[config.mk]
export PLATFORM = sky130hd
export DESIGN_NAME = rom_reader
export DESIGN_NICKNAME = d
export VERILOG_FILES = /design/src/rtl/rom_reader.sv
export SDC_FILE = /design/constraint.sdc
export NUM_CORES = 1
export LEC_CHECK = 0
export ABC_AREA = 0
export BUFFER_PORTS_ARGS = -buffer_cell sky130_fd_sc_hd__buf_2
export CORE_MARGIN = 4
export CORE_UTILIZATION = 30
export CTS_CLUSTER_DIAMETER = 100
export CTS_CLUSTER_SIZE = 24
export DETAILED_ROUTE_END_ITERATION = 10
export PLACE_DENSITY = 0.49
export SLEW_MARGIN = 20
export SYNTH_ARGS = -nofsm -noshare
export SYNTH_HDL_FRONTEND = slang
export SYNTH_SLANG_ARGS = --single-unit
export TNS_END_PERCENT = 20
[constraint.sdc]
create_clock -name clk -period 2.25 [get_ports clk]
set_input_delay 0.3375 -clock clk [delete_from_list [all_inputs] [get_ports clk]]
set_output_delay 0.3375 -clock clk [all_outputs]
set_load 0.01 [all_outputs]
[src/rtl/rom_reader.sv]
// Burst read sequencer for a synchronous-read ROM, exposed as a valid/ready stream.
// Define ROM_READER_CHECKSUM_EN to build the running XOR checksum on chk.
module rom_reader #(
  parameter int ADDR_W = 4,
  parameter int DATA_W = 4
) (
  input  logic              clk,
  input  logic              rst_n,
  input  logic              start,
  input  logic [ADDR_W-1:0] start_addr,
  input  logic [ADDR_W-1:0] len,
  output logic              rom_en,
  output logic [ADDR_W-1:0] rom_addr,
  input  logic [DATA_W-1:0] rom_data,
  output logic              out_valid,
  input  logic              out_ready,
  output logic [DATA_W-1:0] out_data,
  output logic [ADDR_W-1:0] out_addr,
  output logic              busy,
  output logic              done,
  output logic [DATA_W-1:0] chk
);

  typedef enum logic [2:0] {
    IDLE,
    FETCH,
    CAPT,
    OUT,
    DONE
  } state_t;

  state_t state;
  state_t state_nx;

  logic [ADDR_W-1:0] addr;
  logic [ADDR_W:0]   remain;
  logic              hs;
  logic              last;

  assign hs   = out_valid && out_ready;
  assign last = (remain == {{ADDR_W{1'b0}}, 1'b1});

  always_ff @(posedge clk) begin
    if (!rst_n) state <= IDLE;
    else        state <= state_nx;
  end

  always_comb begin
    state_nx = state;
    unique case (state)
      IDLE:  if (start) state_nx = FETCH;
      FETCH: state_nx = CAPT;
      CAPT:  state_nx = OUT;
      OUT:   if (hs) state_nx = last ? DONE : FETCH;
      DONE:  state_nx = IDLE;
      default: state_nx = IDLE;
    endcase
  end

  always_comb begin
    rom_en   = (state == FETCH);
    busy     = (state != IDLE);
    done     = (state == DONE);
    rom_addr = addr;
  end

  // len of zero encodes a full 2^ADDR_W word burst
  always_ff @(posedge clk) begin
    if (!rst_n) begin
      addr      <= '0;
      remain    <= '0;
      out_valid <= 1'b0;
      out_data  <= '0;
      out_addr  <= '0;
    end else begin
      unique case (state)
        IDLE: begin
          if (start) begin
            addr   <= start_addr;
            remain <= (len == '0) ?
                      {1'b1, {ADDR_W{1'b0}}} :
                      {1'b0, len};
          end
        end
        CAPT: begin
          out_data  <= rom_data;
          out_addr  <= addr;
          out_valid <= 1'b1;
        end
        OUT: begin
          if (hs) begin
            out_valid <= 1'b0;
            remain    <= remain - 1'b1;
            if (!last) addr <= addr + 1'b1;
          end
        end
        default: ;
      endcase
    end
  end

`ifdef ROM_READER_CHECKSUM_EN
  logic [DATA_W-1:0] chk_q;

  always_ff @(posedge clk) begin
    if (!rst_n)
      chk_q <= '0;
    else if (state == IDLE && start)
      chk_q <= '0;
    else if (hs)
      chk_q <= chk_q ^ out_data;
  end

  assign chk = chk_q;
`else
  assign chk = '0;
`endif

endmodule

==> impl_metrics.json, run 1 <==
{
  "status": "completed",
  "worstSetupPathType": "reg2reg",
  "timing.max_cap.violations": 0,
  "tns_ps": 0,
  "critPathMaxFanout": 12,
  "fin_util_pct": 37.9,
  "grt_max_degree": 16,
  "gp_congestion": 0.760,
  "die_w_um": 68.3,
  "dp_hpwl_mm": 1.84,
  "synthAdderAreaFrac_pct": 3.44,
  "initial_core_util_pct": 32.0,
  "vias": 981,
  "wl_mm": 2.51,
  "yosys.cell_types.count": 35,
  "htree_levels": 1,
  "clock_latency_ps": 300,
  "critPathLaunch": "state[1]",
  "setup_viol": 0,
  "arrival_ps": 1930,
  "timing.rr.start": "state[1]",
  "antenna_cells": 0,
  "syn_inst": 128,
  "synth_top_family_by_area": "simple AND/OR/NAND/NOR gates",
  "wl_per_cell_um": 12.4,
  "synthXorXnorAreaFrac_pct": 0,
  "hp-start": "rom_data[3]",
  "drtIter0Drc": 68,
  "ys_ff_latch": 21,
  "hold_path.class": "in2reg",
  "final_hold_viol_count": 0,
  "clockBufferDepth": 2,
  "start_kind": "flop",
  "ys_seq_area_share_pct": 38.5,
  "clkSlewWorstSetupHoldPaths_ps": 120,
  "grt_pass1_wl_mm": 4.13,
  "final_nets": 176,
  "syn_to_final_growth_pct": 18.4,
  "firstDrtPassIters": 4,
  "postCtsHoldBufs": 0,
  "cts_tree": "yes",
  "vias_per_cell": 4.86,
  "dieArea_um2": 4670,
  "ant_nets": 0,
  "synth_compound_area_share_pct": 17.1,
  "postCtsSetupRepairBufs": 0,
  "finalClockSkew_ps": 1.60,
  "grt_usage_pct": 11.6,
  "final.fill_count": 372,
  "fin_crit_sh_pct": 76.7,
  "core_area_um2": 3420,
  "ios": 36,
  "num_rows": 21,
  "ir_drop_mv": 0.217,
  "route.detailed.drc": 0,
  "first_global_vias": 907,
  "die_h_um": 68.3,
  "synth_mux_area_share_pct": 8.25,
  "fmax_mhz": 579,
  "overflow": 0,
  "drive_gt1_share_pct": 25.6,
  "power_per_cell_area_nw_per_um2": 597,
  "rsz0062_at_grt": "false",
  "cts_buffers": 3,
  "clock_sinks": 21,
  "period_minus_slack_ps": 1730,
  "port_buffers": 31,
  "cp-end-kind": "flop",
  "avgSynthCellArea_um2": 8.53,
  "yosys.area.top_type": "dfxtp_1",
  "crit_required_ps": 2460,
  "ys_top_cells_by_area": "dfxtp_1 38%, mux2i_1 8.2%, nor2_1 6.9%, a21oi_1 3.7%, ha_1 3.4%",
  "clockRootBuffer": "clkbuf_4",
  "synth-simple-area-share_pct": 24.2,
  "synth_warnings": 0,
  "final_max_slew_viol_count": 0,
  "antenna_found_initial": 0,
  "p_leak_uw": 0.000555,
  "cts_resized": 0,
  "synth_top_cell_area_share_pct": 38.5,
  "syn_area_um2": 1090
}
-- metal layers --
metal | share of wire (%) | routed length [um] | GRT usage (%) | vias up
met4 | 0.76 | 19 | 3.72 | 0
met5 | 0 | 0 | 0 | -
met2 | 43 | 1070 | 17.6 | 23
li1 | - | - | - | 511
met1 | 50 | 1250 | 16.6 | 445
met3 | 6.6 | 166 | 2.13 | 2
-- layout by cell type (no fill, tap or decap), types with 3 or more instances in the layout --
cell / synthesis / layout
inv_1: 3 / 3
nor4_1: 3 / 3
clkbuf_4: 0 / 3
nand3b_1: 3 / 3
nor3_1: 5 / 5
nand2_1: 3 / 3
conb_1: 1 / 4
buf_4: 4 / 3
a21oi_1: 8 / 8
o31ai_1: 4 / 4
mux2i_1: 9 / 9
nor3b_1: 3 / 3
nor2_1: 20 / 20
ha_1: 3 / 3
dfxtp_1: 21 / 21
and2_1: 3 / 3
o211ai_1: 3 / 3
buf_2: 3 / 31
-- critical path: stages, from the launching register on --
cell and delay, ps:
dfxtp_1 440, or3b_1 430, a221o_2 480, o211ai_1 200
o31ai_1 90
-- per-stage QoR --
stage	std cells	cell area, um^2	total power, uW	hold slack [ps]	setup WS, ps
after floorplan	131	1100	544	466	658
after global routing	202	1290	828	266	315
after CTS	202	1290	784	249	531
after detailed placement	198	1260	592	479	551
after global placement	198	1260	589	468	587
final	202	1290	773	258	524
-- Yosys cell counts, drive strengths merged --
cell / n
dfxtp: 21
nor2: 20
mux2i: 9
a21oi: 8
buf: 8
clkbuf: 5
nor3: 5
o31ai: 4
and2: 3
ha: 3
inv: 3
nand2: 3
nand3b: 3
nor3b: 3
nor4: 3
o211ai: 3
a211oi: 2
a21o: 2
nand3: 2
nand4: 2
nor4b: 2
o21ai: 2
or3: 2
a221o: 1
a31oi: 1
a41oi: 1
and3b: 1
clkinv: 1
conb: 1
o221a: 1
o22ai: 1
o311a: 1
or3b: 1
-- final timing paths --
path | cells after the start | end | slack, ps
worst max-delay path | 4 | rom_addr[2] | 520
worst min-delay path | 3 | out_data[3] | 260
worst max register to register | 4 | rom_addr[2] | 520
worst min register to register | 2 | out_data[2] | 500
-- cells by family after synthesis --
group	after synthesis
simple gates	50
compound gates	27
flops	21
buf+inv	17
mux	9
fa+ha+maj	3
other cells	1
-- layout make-up --
| type | instances | area [um^2] | area share, % |
|---|---|---|---|
| multi-input cells | 93 | 593 | 45.8 |
| flip-flops and latches | 21 | 420 | 32.5 |
| repair buffers | 34 | 178 | 13.7 |
| well taps | 46 | 57.6 | 4.45 |
| clock buffers | 3 | 22.5 | 1.74 |
| inverters | 4 | 15.0 | 1.16 |
| clock inverters | 1 | 7.51 | 0.580 |
-- sequential cells by signal, indices dropped and copies added, names as in the netlist --
signal and count:
rom_addr 4, out_data 4, out_valid 1, out_addr 4, remain 5, state 3
-- power by group --
part	switching [uW]	leakage [uW]	internal [uW]
combinational	88.0	0.000370	71.7
clock	121	0.0000139	67.7
sequential	27.7	0.000172	396
Power figures use the tool's default switching activity.
==> run 2, diff against run 1 <==
Settings changed: PLACE_DENSITY 0.49 to 0.51.
Clock period 2.25 ns to 1.5 ns, I/O delays scaled along.
==> run 2 against run 1 <==
Against the previous run: the flow now finishes with violations (setup timing); clock power grew 53%; flip-flop and latch count is the same; critical path depth is the same; non-clock buffer count grew 11; combinational power grew 81%; wire length grew 5.9%.
==> impl_metrics.json, run 2 (synthesis results as in run 1) <==
{
  "timing.rr.start": "state[1]",
  "gp_congestion": 0.806,
  "regToRegSetupSlack_ps": -70,
  "cts_buffers": 3,
  "crit_family": "compound AO/OA/AOI/OAI gates",
  "cp-end-kind": "flop",
  "reg2reg_depth": 4,
  "final_area_um2": 1400,
  "antenna_found_initial": 0,
  "final_nets": 187,
  "cp_num_buf_inv": 0,
  "cp.depth": 4,
  "cts_tree": "yes",
  "period_minus_slack_ps": 1570,
  "critPathCapture": "rom_addr[3]",
  "timing.max_cap.violations": 0,
  "vias": 1041,
  "drtIter0Drc": 19,
  "num_rows": 21,
  "syn_to_final_growth_pct": 28.2,
  "start_kind": "flop",
  "fmax_mhz": 635,
  "grt_usage_pct": 12.9,
  "clkSlewWorstSetupHoldPaths_ps": 130,
  "vias_per_cell": 4.89,
  "critPathMaxFanout": 8,
  "status": "finished with violations",
  "core_area_um2": 3420,
  "dieArea_um2": 4670,
  "firstDrtPassIters": 4,
  "clock_latency_ps": 310,
  "die_w_um": 68.3,
  "arrival_ps": 1780,
  "failed_checks": "setup timing",
  "power_uw": 1210,
  "path_cells": "or3b_4, a221o_2, o211ai_1, o31ai_1",
  "layout_commonest_cell": "buf_2",
  "setup_viol": 6,
  "dp_hpwl_mm": 2.03,
  "top_register": "remain",
  "antenna_cells": 0,
  "placedInstanceArea_um2": 1350,
  "crit_slowest_cell": "a221o_2",
  "wl_mm": 2.66,
  "p_leak_uw": 0.000621,
  "layout_common_cells": "31 x buf_2, 19 x nor2_1, 17 x dfxtp_1, 14 x buf_4, 9 x mux2i_1",
  "power_per_cell_area_nw_per_um2": 862,
  "setup_slack_ps": -74.6,
  "crit_required_ps": 1700,
  "ios": 36,
  "wl_per_cell_um": 12.5,
  "die_h_um": 68.3,
  "first_global_vias": 1085,
  "cpPeakStageDelay_ps": 440,
  "clockBufferDepth": 2,
  "grt_pass1_wl_mm": 4.71,
  "postCtsHoldBufs": 0,
  "post-place-ws_ps": -45.7,
  "htree_levels": 1,
  "final_max_slew_viol_count": 0,
  "overflow": 0,
  "ir_drop_mv": 0.423,
  "grt_max_degree": 18,
  "ant_nets": 0,
  "drive_gt1_share_pct": 35.9,
  "finalClockSkew_ps": 9.22,
  "final_hold_viol_count": 0,
  "clockRootBuffer": "clkbuf_4",
  "hold_path.class": "in2reg",
  "instances_no_fill": 213,
  "r2r-end": "rom_addr[3]",
  "dp_cells": 209,
  "fin_crit_sh_pct": 105,
  "clock_sinks": 21,
  "route.detailed.drc": 0,
  "initial_core_util_pct": 32.0,
  "largest_reg_flops": 5,
  "critPathLaunch": "state[1]",
  "port_buffers": 31,
  "worstSetupPathType": "reg2reg",
  "rsz0062_at_grt": "true"
}
-- run 2: final cells by class --
class | count | area [um^2]
Fill cell | 372 | 2020
Multi-Input combinational cell | 93 | 609
Sequential cell | 21 | 428
Timing Repair Buffer | 45 | 260
Tap cell | 46 | 57.6
Clock buffer | 3 | 22.5
Inverter | 4 | 15.0
Clock inverter | 1 | 7.51
-- run 2: how the worst min path moves through the flow --
stage / to / start / cells after the start / slack [ps]
floorplan: out_data[0] / rom_data[0] / 2 / 370
global placement: out_data[1] / rom_data[1] / 3 / 460
detailed placement: out_data[0] / rom_data[0] / 3 / 480
CTS: out_data[0] / rom_data[0] / 3 / 140
global route: out_data[0] / rom_data[0] / 3 / 120
finish: out_data[0] / rom_data[0] / 3 / 150
-- run 2: per-layer routing --
layer | track usage (%) | wire length, um | vias up
met5 | 0 | 0 | -
met4 | 3.72 | 14 | 0
met3 | 2.46 | 114 | 2
met2 | 21.5 | 1230 | 21
met1 | 16.8 | 1300 | 485
li1 | - | - | 533
-- run 2: tightest hold or removal path: stages --
cell and delay [ps]:
buf_2 80, mux2i_1 60, nor2_1 70
-- run 2: timing repair --
action,CTS,global route
endpoints found under the setup margin,6,11
gates resized for setup,4,6
pin swaps,0,1
buffers inserted,0,0
-- run 2: where the power goes --
| group | internal (uW) | switching, uW | leakage [uW] |
|---|---|---|---|
| Combinational | 139 | 150 | 0.000434 |
| Sequential | 595 | 31.8 | 0.000173 |
| Clock | 101 | 188 | 0.0000139 |
| Total | 836 | 370 | 0.000621 |
-- run 2: stage by stage --
step	setup TNS (ps)	hold WS (ps)	util, %
after floorplan	-109	372	-
after global placement	-43.9	464	39.6
after detailed placement	-94.5	481	39.6
after CTS	-245	142	40.6
after global routing	-723	122	41.0
final	-268	146	41.0
==> run 3, diff against run 2 <==
Settings changed: BUFFER_PORTS_ARGS -buffer_cell sky130_fd_sc_hd__buf_2 to default, DONT_BUFFER_PORTS from default to 1, PLACE_DENSITY 0.51 to default.
==> run 3 against run 2 <==
Against the previous run: the run still ends with setup timing left; global-route usage shrank 0.89 points; fmax shrank 1.2%; count of clock-buffer cells in the layout grew 1; critical endpoint is now rom_addr[2]; largest power group unchanged; highest routed layer unchanged.
==> impl_metrics.json, run 3 (synthesis results as in run 1) <==
{
  "status": "finished with violations",
  "path_cells": "or3b_4, a221o_2, o211ai_1, o31ai_1",
  "layout_common_cells": "19 x nor2_1, 19 x dfxtp_1, 14 x buf_4, 9 x mux2i_1, 8 x a21oi_1",
  "grt_max_degree": 18,
  "wl_per_cell_um": 14.1,
  "largest_reg_flops": 5,
  "final_nets": 156,
  "wl_mm": 2.56,
  "timing.rr.start": "state[1]",
  "vias": 939,
  "arrival_ps": 1780,
  "cts_buffers": 3,
  "holdPathStages": 1,
  "top_register": "remain",
  "vias_per_cell": 5.16,
  "power_per_cell_area_nw_per_um2": 905,
  "final_area_um2": 1250,
  "cts_tree": "yes",
  "grt_pass1_wl_mm": 4.29,
  "cpPeakStageDelay_ps": 440,
  "hp-start": "rst_n",
  "tns_ps": -157,
  "critPathMaxFanout": 8,
  "postCtsSetupRepairBufs": 0,
  "die_h_um": 68.3,
  "crit_required_ps": 1680,
  "fin_util_pct": 36.7,
  "final_hold_viol_count": 0,
  "rsz0062_at_grt": "true",
  "placedInstanceArea_um2": 1200,
  "core_area_um2": 3420,
  "setup_viol": 4,
  "power_uw": 1130,
  "ios": 36,
  "timing.max_cap.violations": 0,
  "drive_gt1_share_pct": 21.3,
  "period_minus_slack_ps": 1590,
  "hold_path.class": "in2reg",
  "firstDrtPassIters": 4,
  "clock_sinks": 21,
  "failed_checks": "setup timing",
  "holdPathEnd": "remain[4]",
  "final.fill_count": 362,
  "initial_core_util_pct": 32.0,
  "antenna_found_initial": 0,
  "regToRegSetupSlack_ps": -90,
  "syn_to_final_growth_pct": 14.8,
  "dieArea_um2": 4670,
  "cp-end-kind": "flop",
  "port_buffers": 0,
  "grt_usage_pct": 12.0,
  "p_leak_uw": 0.000481,
  "num_rows": 21,
  "post-place-ws_ps": -92.9,
  "antenna_cells": 0,
  "die_w_um": 68.3,
  "gp_congestion": 0.863,
  "overflow": 0,
  "final_max_slew_viol_count": 0,
  "ir_drop_mv": 0.480,
  "clock_latency_ps": 290,
  "route.detailed.drc": 0,
  "fmax_mhz": 627,
  "worstSetupPathType": "reg2reg",
  "setup_slack_ps": -94.6,
  "dp_hpwl_mm": 1.99,
  "crit_slowest_cell": "a221o_2",
  "clkSlewWorstSetupHoldPaths_ps": 110,
  "first_global_vias": 936,
  "finalClockSkew_ps": 3.97,
  "clockRootBuffer": "clkbuf_4",
  "start_kind": "flop",
  "r2r-end": "rom_addr[2]",
  "reg2reg_depth": 4,
  "ant_nets": 0,
  "fin_crit_sh_pct": 106,
  "htree_levels": 1,
  "clockBufferDepth": 2,
  "drtIter0Drc": 11
}
==> run 3: cell types whose count changed in the layout (fill, tap and decap cells not counted), sizes merged <==
cell	before	now
clkbuf	3	4
buf	45	14
clkinvlp	1	0
==> run 3: worst max-delay path by stage <==
stage	slack [ps]	end	start	cells past startpoint
final	-90	rom_addr[2]	state[1]	4
after global routing	-170	rom_addr[2]	state[1]	4
after CTS	-90	rom_addr[2]	state[1]	4
after detailed placement	-90	rom_addr[2]	state[0]	4
after global placement	-8	rom_addr[2]	state[0]	4
after floorplan	-40	rom_addr[3]	state[0]	5
==> run 3: stage by stage <==
stage	instances	hold WS [ps]
after floorplan	131	372
after global placement	178	369
after detailed placement	178	372
after CTS	182	58.1
after global routing	182	39.3
final	182	67.7
==> run 3: routing by layer <==
layer  wire, um  up-vias  share of wire (%)  GRT usage [%]
li1           -      472                  -              -
met4         18        0               0.70           3.72
met2       1240       31                 49           20.8
met1       1090      434                 42           13.9
met3        210        2                8.2           4.11
met5          0        -                  0              0
==> run 3: power by group <==
part	internal (uW)	switching (uW)
combinational	113	127
sequential	595	42.8
clock	103	153
==> run 3: worst max-delay path: cells and delay by family (launching register included) <==
family,cells,cell delay [ps]
AO/OA/AOI/OAI,3,740
flip-flops,1,350
AND/OR/NAND/NOR,1,400
==> run 3: repair_timing <==
action / 4_1_cts / 5_1_grt
hold buffers: 0 / 0
gates resized for setup: 8 / 3
endpoints found under the setup margin: 8 / 8
pin swaps: 1 / 1
gates cloned: 0 / 0
==> run 3: cell type report <==
class	instances	area, um^2	share of cell area (%)
tap	46	57.6	4.59
clock buffer	4	26.3	2.10
multi-input combinational	93	627	50.0
inverter	4	15.0	1.20
sequential	21	423	33.7
timing repair buffer	14	105	8.38
